--- src/rtl/alu_ctrl_pkg.sv ---
`default_nettype none
// ============================================================================
//  Module      : alu_ctrl_pkg
//  Description : Shared widths, ALU mode encodings, latency classes and the
//                controller state type for the ALU request controller.
//  Revision    : 1.0  initial release
// ============================================================================
package alu_ctrl_pkg;

   // Requester / datapath geometry
   localparam int unsigned NUM_REQ  = 2;
   localparam int unsigned ID_W     = 1;
   localparam int unsigned DATA_W   = 32;
   localparam int unsigned RES_W    = 64;
   localparam int unsigned MODE_W   = 4;
   localparam int unsigned FLAG_W   = 3;
   localparam int unsigned STAT_W   = 5;   // {CF,OF,SF,PF,ZF}
   localparam int unsigned CNT_W    = 3;

   // Cycles the ALU needs before its result may be sampled
   localparam logic [CNT_W-1:0] LAT_COMB = 3'd1;
   localparam logic [CNT_W-1:0] LAT_MUL  = 3'd3;
   localparam logic [CNT_W-1:0] LAT_FP   = 3'd5;

   // ALU operation encodings (all 16 values of the mode field)
   typedef enum logic [MODE_W-1:0] {
      MODE_AND  = 4'b0000,
      MODE_OR   = 4'b0001,
      MODE_XOR  = 4'b0010,
      MODE_NOT  = 4'b0011,
      MODE_SHL  = 4'b0100,
      MODE_SHR  = 4'b0101,
      MODE_SAR  = 4'b0110,
      MODE_ROT  = 4'b0111,
      MODE_ADD  = 4'b1000,
      MODE_SUB  = 4'b1001,
      MODE_MUL  = 4'b1010,
      MODE_MISC = 4'b1011,
      MODE_FADD = 4'b1100,
      MODE_FSUB = 4'b1101,
      MODE_FMUL = 4'b1110,
      MODE_FDIV = 4'b1111
   } alu_mode_e;

   // Controller sequencing states
   typedef enum logic [1:0] {
      ST_IDLE  = 2'd0,
      ST_ISSUE = 2'd1,
      ST_WAIT  = 2'd2,
      ST_RESP  = 2'd3
   } ctrl_state_e;

   // Latency class of a mode. MODE_MISC is combinational whatever its flag
   // field says, so the flag field is deliberately not an input here.
   function automatic logic [CNT_W-1:0] mode_latency(input logic [MODE_W-1:0] mode);
      logic [CNT_W-1:0] lat;
      lat = LAT_COMB;
      if (mode == MODE_MUL) begin
         lat = LAT_MUL;
      end else if (mode[3:2] == 2'b11) begin
         lat = LAT_FP;
      end
      return lat;
   endfunction

   // Only add and subtract produce meaningful status flags
   function automatic logic mode_has_flags(input logic [MODE_W-1:0] mode);
      return (mode == MODE_ADD) || (mode == MODE_SUB);
   endfunction

endpackage : alu_ctrl_pkg
`default_nettype wire

--- src/rtl/alu_rr_arb.sv ---
`default_nettype none
// ============================================================================
//  Module      : alu_rr_arb
//  Description : Two-way round-robin arbiter. A lone valid requester wins;
//                on a tie the requester not granted last wins. After reset
//                requester 0 wins the first tie.
//  Revision    : 1.0  initial release
// ============================================================================
module alu_rr_arb
   import alu_ctrl_pkg::*;
(
   input  logic               clk,
   input  logic               rst,        // asynchronous, active low
   input  logic [NUM_REQ-1:0] valid_i,
   input  logic               advance_i,  // grant is being consumed this cycle
   output logic [ID_W-1:0]    grant_o
);

   // Requester served by the most recent accepted grant
   logic [ID_W-1:0] last_q;

   // Pick the single valid requester, or on a tie the one not served last
   always_comb begin
      grant_o = '0;
      case (valid_i)
         2'b01:   grant_o = 1'b0;
         2'b10:   grant_o = 1'b1;
         2'b11:   grant_o = ~last_q;
         default: grant_o = '0;
      endcase
   end

   // Remember who was served; reset value makes requester 0 win the first tie
   always_ff @(posedge clk or negedge rst) begin
      if (!rst) begin
         last_q <= 1'b1;
      end else if (advance_i) begin
         last_q <= grant_o;
      end
   end

endmodule : alu_rr_arb
`default_nettype wire

--- src/rtl/alu_ctrl.sv ---
`default_nettype none
// ============================================================================
//  Module      : alu_ctrl
//  Description : Shares one multi-latency ALU between two requesters.
//                Accepts one op at a time in IDLE, drives the ALU from ISSUE
//                until the result is captured, waits the mode's latency and
//                holds the response until it is taken.
//  Options     : ALU_CTRL_FLAGS_EN - when defined, rsp_flags returns the ALU
//                status flags for add/sub; otherwise rsp_flags is tied to 0.
//  Revision    : 1.0  initial release
// ============================================================================
module alu_ctrl
   import alu_ctrl_pkg::*;
(
   input  logic                       clk,
   input  logic                       rst,          // asynchronous, active low
   // Requester side
   input  logic [NUM_REQ-1:0]         req_valid,
   output logic [NUM_REQ-1:0]         req_ready,
   input  logic [NUM_REQ*DATA_W-1:0]  req_a,
   input  logic [NUM_REQ*DATA_W-1:0]  req_b,
   input  logic [NUM_REQ*DATA_W-1:0]  req_ahigh,
   input  logic [NUM_REQ*MODE_W-1:0]  req_mode,
   input  logic [NUM_REQ*FLAG_W-1:0]  req_flag,
   // ALU side
   output logic [DATA_W-1:0]          alu_a,
   output logic [DATA_W-1:0]          alu_b,
   output logic [DATA_W-1:0]          alu_ahigh,
   output logic [MODE_W-1:0]          alu_mode,
   output logic [FLAG_W-1:0]          alu_flag,
   input  logic [RES_W-1:0]           alu_out,
   input  logic [STAT_W-1:0]          alu_flag_out,
   // Response side
   output logic                       rsp_valid,
   output logic [ID_W-1:0]            rsp_id,
   output logic [RES_W-1:0]           rsp_data,
   input  logic                       rsp_ready,
   output logic [STAT_W-1:0]          rsp_flags
);

   ctrl_state_e        state_q;
   logic [CNT_W-1:0]   cnt_q;
   logic [ID_W-1:0]    id_q;

   logic [DATA_W-1:0]  alu_a_q;
   logic [DATA_W-1:0]  alu_b_q;
   logic [DATA_W-1:0]  alu_ahigh_q;
   logic [MODE_W-1:0]  alu_mode_q;
   logic [FLAG_W-1:0]  alu_flag_q;

   logic               rsp_valid_q;
   logic [ID_W-1:0]    rsp_id_q;
   logic [RES_W-1:0]   rsp_data_q;

   logic [ID_W-1:0]    gnt;
   logic               accept;
   logic               capture;

   logic [DATA_W-1:0]  sel_a;
   logic [DATA_W-1:0]  sel_b;
   logic [DATA_W-1:0]  sel_ahigh;
   logic [MODE_W-1:0]  sel_mode;
   logic [FLAG_W-1:0]  sel_flag;

   // An op is taken only from IDLE; the cycle after a response is always IDLE
   assign accept  = (state_q == ST_IDLE) && (|req_valid);
   assign capture = (state_q == ST_WAIT) && (cnt_q == '0);

   alu_rr_arb u_arb (
      .clk       (clk),
      .rst       (rst),
      .valid_i   (req_valid),
      .advance_i (accept),
      .grant_o   (gnt)
   );

   // Accept strobe for the granted requester; held low while reset is active
   always_comb begin
      req_ready = '0;
      if (accept && rst) begin
         req_ready[gnt] = 1'b1;
      end
   end

   // Route the granted requester's operand lane
   always_comb begin
      sel_a     = '0;
      sel_b     = '0;
      sel_ahigh = '0;
      sel_mode  = '0;
      sel_flag  = '0;
      for (int i = 0; i < NUM_REQ; i++) begin
         if (gnt == ID_W'(i)) begin
            sel_a     = req_a[i*DATA_W +: DATA_W];
            sel_b     = req_b[i*DATA_W +: DATA_W];
            sel_ahigh = req_ahigh[i*DATA_W +: DATA_W];
            sel_mode  = req_mode[i*MODE_W +: MODE_W];
            sel_flag  = req_flag[i*FLAG_W +: FLAG_W];
         end
      end
   end

   // Sequencer: latch op, load latency, count down, capture, hold response
   always_ff @(posedge clk or negedge rst) begin
      if (!rst) begin
         state_q     <= ST_IDLE;
         cnt_q       <= '0;
         id_q        <= '0;
         alu_a_q     <= '0;
         alu_b_q     <= '0;
         alu_ahigh_q <= '0;
         alu_mode_q  <= '0;
         alu_flag_q  <= '0;
         rsp_valid_q <= 1'b0;
         rsp_id_q    <= '0;
         rsp_data_q  <= '0;
      end else begin
         case (state_q)
            ST_IDLE: begin
               if (accept) begin
                  id_q        <= gnt;
                  alu_a_q     <= sel_a;
                  alu_b_q     <= sel_b;
                  alu_ahigh_q <= sel_ahigh;
                  alu_mode_q  <= sel_mode;
                  alu_flag_q  <= sel_flag;
                  state_q     <= ST_ISSUE;
               end
            end
            ST_ISSUE: begin
               cnt_q   <= mode_latency(alu_mode_q);
               state_q <= ST_WAIT;
            end
            ST_WAIT: begin
               if (capture) begin
                  rsp_data_q  <= alu_out;
                  rsp_id_q    <= id_q;
                  rsp_valid_q <= 1'b1;
                  // The ALU is released once its result is sampled
                  alu_a_q     <= '0;
                  alu_b_q     <= '0;
                  alu_ahigh_q <= '0;
                  alu_mode_q  <= '0;
                  alu_flag_q  <= '0;
                  state_q     <= ST_RESP;
               end else begin
                  cnt_q <= cnt_q - 3'd1;
               end
            end
            ST_RESP: begin
               if (rsp_ready) begin
                  rsp_valid_q <= 1'b0;
                  state_q     <= ST_IDLE;
               end
            end
            default: begin
               state_q <= ST_IDLE;
            end
         endcase
      end
   end

   assign alu_a     = alu_a_q;
   assign alu_b     = alu_b_q;
   assign alu_ahigh = alu_ahigh_q;
   assign alu_mode  = alu_mode_q;
   assign alu_flag  = alu_flag_q;

   assign rsp_valid = rsp_valid_q;
   assign rsp_id    = rsp_id_q;
   assign rsp_data  = rsp_data_q;

`ifdef ALU_CTRL_FLAGS_EN
   logic [STAT_W-1:0] rsp_flags_q;

   // Status flags travel with the result, but only for add/sub
   always_ff @(posedge clk or negedge rst) begin
      if (!rst) begin
         rsp_flags_q <= '0;
      end else if (capture) begin
         rsp_flags_q <= mode_has_flags(alu_mode_q) ? alu_flag_out : '0;
      end
   end

   assign rsp_flags = rsp_flags_q;
`else
   // Flag return disabled: ALU status is not stored
   logic unused_alu_flag_out;
   assign unused_alu_flag_out = ^alu_flag_out;
   assign rsp_flags = '0;
`endif

endmodule : alu_ctrl
`default_nettype wire

--- config.mk ---
export PLATFORM = sky130hd
export DESIGN_NAME = alu_ctrl
export DESIGN_NICKNAME = d
export VERILOG_FILES = /design/src/rtl/alu_ctrl_pkg.sv /design/src/rtl/alu_rr_arb.sv /design/src/rtl/alu_ctrl.sv
export SDC_FILE = /design/constraint.sdc
export NUM_CORES = 1
export LEC_CHECK = 0
export ABC_AREA = 1
export CORE_AREA = 10 10 169 171
export DETAILED_ROUTE_END_ITERATION = 10
export DIE_AREA = 0 0 179 181
export GPL_ROUTABILITY_DRIVEN = 0
export PLACE_DENSITY = 0.78
export SYNTH_ARGS = -nofsm -noshare
export SYNTH_HDL_FRONTEND = slang
export SYNTH_SLANG_ARGS = --single-unit
--- constraint.sdc ---
create_clock -name clk -period 1.9 [get_ports clk]
set_clock_uncertainty 0.05 [all_clocks]
set_input_delay 0.57 -clock clk [delete_from_list [all_inputs] [get_ports clk]]
set_output_delay 0.57 -clock clk [all_outputs]
set_load 0.03 [all_outputs]
# ---- Word level (Yosys, flattened, before mapping)
# Index checks and enable logic that the tools add are counted.
dict set report op_classes {
  n_addsub 1
  mul 0
  div 0
  n_lt_le_gt_ge 2
  eq_ne 11
  shift 0
  mux 33
  n_bitwise 1
  reduce_logical 16
}
# operator n
set ops {}
lappend ops {{32-bit two-way mux} 7}
lappend ops {{32-bit one-hot mux with 2 select lines} 3}
lappend ops {{3-bit two-way mux} 6}
lappend ops {{4-bit two-way mux} 3}
lappend ops {{3-bit one-hot mux with 2 select lines} 2}
lappend ops {{2-bit equality test (second input constant)} 5}
lappend ops {{3-bit AND reduction} 3}
lappend ops {{2-bit two-way mux} 4}
lappend ops {{2-bit != test (second input constant)} 4}
lappend ops {{2-bit one-hot mux with 4 select lines} 1}
lappend ops {{4-bit one-hot mux with 2 select lines} 1}
lappend ops {{2-bit AND reduction} 3}
lappend ops {{2-bit nonzero test} 3}
lappend ops {{4-bit equality test (second input constant)} 1}
lappend ops {{1-bit logical AND} 4}
lappend ops {{1-bit one-hot mux with 2 select lines} 2}
lappend ops {{3-bit zero test} 1}
lappend ops {{1-bit two-way mux} 3}
lappend ops {{3-bit by 1-bit subtractor with 3-bit output (second input constant)} 1}
lappend ops {{2-bit by 1-bit equality test with 1-bit output (second input constant)} 1}
lappend ops {{2-bit zero test} 1}
lappend ops {{1-bit by 2-bit less-than comparator with 1-bit output (second input constant)} 1}
lappend ops {{2-bit OR reduction} 1}
lappend ops {{1-bit demux with 1-bit select} 1}
lappend ops {{other kinds (2)} 2}
dict set report word_totals {
  ff_bits 176
  latchBits 0
  ramBits 0
  mem_bits_ro 0
  word_cells 76
  memories 0
}

# ---- Depth between registers and ports, before layout
dict set report depth {
  ltp_word 7
  mapped_depth 9
  mapped_depth_nobuf 8
}

# ---- Modules after synthesis
# From an unflattened synthesis, not the netlist that was laid out.
dict set report hier_totals {
  hier_cells 1139
  hier_area_um2 8420.6
}
# module instances cells_per_inst area_per_inst_um2
set by_module_without_submodules {}
lappend by_module_without_submodules {alu_ctrl 1 1132 8368.0}
lappend by_module_without_submodules {alu_rr_arb 1 7 52.6}

# ---- Worst setup path after synthesis
# No wires, ideal clock.
dict set report synth_path {
  path_kind {input port to output port}
  startpoint {in req_valid[1]}
  endpoint {out req_ready[0]}
  arrival_time_ns 1.493
  slack_ns -0.213
  path_stages 5
  path_cell_list {buf_2 -> nand2_1 -> buf_2 -> inv_1 -> nor2_1}
}
dict set report synth_via {
  elab_chain_cells 7
  elab_cells_between_ends 12
}
# item line_no
set synth_lines {}
lappend synth_lines {{start: declaration} alu_ctrl.sv:18} ;# input logic [NUM_REQ-1:0] req_valid,
lappend synth_lines {{2-bit equality test} alu_rr_arb.sv:25} ;# case (valid_i)
lappend synth_lines {{1-bit one-hot mux with 2 select lines} alu_rr_arb.sv:25}
lappend synth_lines {{1-bit by 2-bit less-than comparator with 1-bit output (implied by the code) / 1-bit greater-or-equal comparator (equally long branches)} alu_ctrl.sv:81} ;# req_ready[gnt] = 1'b1;
lappend synth_lines {{1-bit logical AND (implied by the code)} alu_ctrl.sv:81}
lappend synth_lines {{1-bit two-way mux (implied by the code)} alu_ctrl.sv:81}
lappend synth_lines {{1-bit demux with 1-bit select} alu_ctrl.sv:81}
lappend synth_lines {{2-bit two-way mux (*)} alu_ctrl.sv:80} ;# if (accept && rst) begin
lappend synth_lines {{end: declaration} alu_ctrl.sv:19} ;# output logic [NUM_REQ-1:0] req_ready,
# Mark *: on every way between the ends. The rest lies on a longest branch, timed or not.

# ---- Worst setup path in the final report
dict set report layout_path {
  startpoint {reg state_q[0]}
  endpoint {out req_ready[1]}
}
dict set report layout_via {
  elab_chain_cells 4
}
# item line_no
set layout_lines {}
lappend layout_lines {{start: declaration} alu_ctrl.sv:41} ;# ctrl_state_e state_q;
lappend layout_lines {{start signal: assignment} alu_ctrl.sv:106} ;# state_q <= ST_IDLE;
lappend layout_lines {{start signal: assignment} alu_ctrl.sv:127} ;# state_q <= ST_ISSUE;
lappend layout_lines {{start signal: assignment} alu_ctrl.sv:132} ;# state_q <= ST_WAIT;
lappend layout_lines {{2-bit zero test} alu_ctrl.sv:66} ;# assign accept = (state_q == ST_IDLE) && (|req_valid);
lappend layout_lines {{1-bit logical AND} alu_ctrl.sv:66}
lappend layout_lines {{1-bit logical AND} alu_ctrl.sv:80}
lappend layout_lines {{2-bit two-way mux} alu_ctrl.sv:80}
# Every way passes these cells.

==> flow_summary.ini <==
[synth]
yosysSeqAreaShare = 0.502
synth_commonest_cells = nand2_1, inv_1, dfrtp_1
synth_area_mm2 = 0.00878
muxShareOfSynthArea = 0
synth_ff_type = dfrtp_1
yosys.area_share.simple = 0.330
synth_cells = 1137
ys_warn_count = 0
synth_edf_count = 0
synthXorXnorAreaFrac = 0
async_reset_ff_frac = 1.00
avgSynthCellArea_um2 = 7.72
synth_top_area_share = 0.499
synth_fa_ha_area_frac = 0.00855
ys_ff_latch = 176
yosysMostFrequentCell = nand2_1
synth_top_area_cell = dfrtp_1
synth_top_family_by_area = simple AND/OR/NAND/NOR gates
synth-compound-area-share = 0.0399
ys_types = 23
synth_area_leaders = dfrtp_1, nand2_1, nand3b_1, inv_1, nand3_1

[floorplan]
coreArea_mm2 = 0.0250
io_pins = 456
rows = 58
die_h_um = 181
initial_core_util = 0.351
fp.dieArea_mm2 = 0.0324
die_w_um = 179

[status]
violations = negative setup slack
status = finished, violations left

[sta]
hold_violations = 0
tightest_slew_ns = 0.731
layout_setup_ws_ns = -0.235
rsz0062_at_grt = yes
fmax_mhz = 468
finalSetupViolations = 2
post-route-period-util = 1.12
fin_crit_ns = 2.13
slew_headroom = 0.513
drv_slew = 0

[power]
ir_drop_mv = 0.840
pwr-share-seq = 0.290
p_leak_nw = 7.73
power_frac_clock = 0.172
switching_power_mw = 10.1
powerDensity_mw_per_mm2 = 1510
p_int_mw = 11.5
swShare = 0.467
combPwrFrac = 0.538

[routing]
drt_iter0_markers = 564
drtPass1Iterations = 5
ant_nets = 0
vias = 8856
wl_per_cell_um = 17.0
drc = 0
vias_per_cell = 4.61
wl_mm = 32.7

[final_layout]
multi_input_area_mm2 = 0.00343
nets = 1862
syn_to_final_growth_pct = 63.4
postLayoutCellArea_mm2 = 0.0143
drive_above_1_share = 0.0673
seq_area_mm2 = 0.00441
fillers = 2326

[placement]
port_buffers = 445
place_ws_ns = -0.479
dpl_cell_area_mm2 = 0.0139
dp_hpwl_mm = 25.5

[worst_setup_path]
path_class = reg2out
arrival_ns = 1.51
cp_max_fo = 2
cp-startpoint = state_q[0]
cp-endpoint = req_ready[1]
cp_data_required_time_ns = 1.28
worst_setup_path_start_kind = flip-flop
critPathCaptureType = primary output
r2r-start = state_q[1]
r2r_end = alu_b[31]
reg2reg_depth = 7
reg2reg_setup_slack_ns = 0.13

[clock_tree]
clk-insertion-delay-late_ns = 0.42
htree_levels = 4
clock_sinks = 176
ctsHoldBuffers = 0
cts_made_buffers = 17
clockRootBuffer = clkbuf_16
clockBufferDepth = 2
clkTransAtPathRegs_ns = 0.07
cts_tree = yes

[grt]
grt_pass1_wl_mm = 49.4
busiest_layer = met2
met2_usage = 0.335
met3_usage = 0.0809
antenna_found_initial = 1
gr-usage-met1 = 0.208
grt_pass1_vias = 8953
track_usage = 0.193
grt_max_degree = 122
overflow = 0

[min_path]
hold_path_class = in2async

[run]
max-cap-violations = 0
cells in the final DEF (no fill, tap or decap), types with 2 or more instances in the layout:
| cell type | n |
|---|---|
| nand3b_1 | 103 |
| o21ai_1 | 5 |
| bufinv_16 | 2 |
| inv_2 | 4 |
| ha_1 | 5 |
| buf_12 | 17 |
| nand3_1 | 107 |
| nand2_1 | 399 |
| o21ai_0 | 64 |
| nand4_1 | 2 |
| dfrtp_1 | 175 |
| inv_8 | 2 |
| nor2_1 | 6 |
| dlygate4sd2_1 | 159 |
| buf_4 | 34 |
| inv_6 | 6 |
| nand3_4 | 2 |
| clkdlybuf4s15_2 | 3 |
| clkinv_8 | 2 |
| nor2_4 | 4 |
| clkinv_4 | 2 |
| clkdlybuf4s50_1 | 271 |
| clkbuf_2 | 4 |
| conb_1 | 5 |
| inv_1 | 178 |
| nand2_4 | 3 |
| clkdlybuf4s15_1 | 2 |
| clkbuf_16 | 17 |
kinds of logic (layout without fill, tap and decap cells):
logic type | Yosys count | count (layout)
AOI/OAI and AO/OA | 70 | 70
adders and majority gates | 6 | 6
buffers and inverters | 257 | 705
DFF | 176 | 176
other | 1 | 6
and+or+nand+nor | 627 | 627
metal layers:
| layer | share of wire | vias to the layer above | wire length (µm) |
|---|---|---|---|
| met5 | 0 | - | 0 |
| met4 | 0.023 | 0 | 765 |
| met3 | 0.11 | 35 | 3660 |
| met2 | 0.49 | 355 | 16100 |
| met1 | 0.37 | 4112 | 12200 |
| li1 | - | 4354 | - |
how the worst min path moves through the flow:
stage	end	from
after CTS	alu_ahigh[29]	rst
final	alu_b[12]	rst
after global routing	alu_b[14]	rst
after global placement	alu_b[15]	alu_b[15]
after detailed placement	alu_b[7]	alu_b[7]
after floorplan	alu_a[0]	rst
area by class of cell:
type	count	area share
diodes	1	0.000174
clock buffers	18	0.0306
clock inverters	14	0.0129
inverters	182	0.0476
multi-input cells	708	0.239
flip-flops and latches	176	0.307
well taps	330	0.0288
repair buffers	491	0.334
critical path: stages (launching register included):
cell and delay, ns:
dfrtp_1 0.39, inv_2 0.09, ha_4 0.14, inv_2 0.04
nor2_4 0.14, nand2_4 0.08, nor2_4 0.11, buf_12 0.13
metrics by stage:
| stage | TNS (ns) | power (mW) | util | hold WS [ns] | std cells |
|---|---|---|---|---|---|
| 5_1_grt | -0.593 | 23.1 | 0.573 | 0.247 | 1920 |
| 3_3_place_gp | -23.89 | 18.8 | 0.554 | 0.411 | 1884 |
| 6_report | -0.464 | 21.6 | 0.573 | 0.163 | 1920 |
| 4_1_cts | -0.511 | 21.9 | 0.573 | 0.241 | 1918 |
| 3_5_place_dp | -25.12 | 19.1 | 0.554 | 0.414 | 1884 |
| 2_1_floorplan | -0.0209 | 13.2 | - | 0.224 | 1141 |
repair_timing:
| item | 4_1_cts | 5_1_grt |
|---|---|---|
| buffers inserted | 2 | 1 |
| resized for setup | 187 | 5 |
| endpoints found under the setup margin | 169 | 7 |
| pin swaps | 3 | 4 |
state kept, by name, indices dropped and copies added, names as in the netlist:
signal	flops
rsp_valid	1
rsp_data	64
rsp_id	1
alu_ahigh	32
alu_a	32
cnt_q	3
alu_flag	3
id_q	1
alu_b	32
state_q	2
alu_mode	4
u_arb.last_q	1
power groups by stage:
| stage | Combinational (mW) | Clock (mW) | Sequential [mW] |
|---|---|---|---|
| after floorplan | 3.82 | 0 | 9.35 |
| after global placement | 12.5 | 0 | 6.32 |
| after detailed placement | 12.7 | 0 | 6.38 |
| after CTS | 11.8 | 3.86 | 6.28 |
| after global routing | 12.6 | 3.99 | 6.47 |
| final | 11.6 | 3.72 | 6.27 |
(Power assumes the default switching activity.)
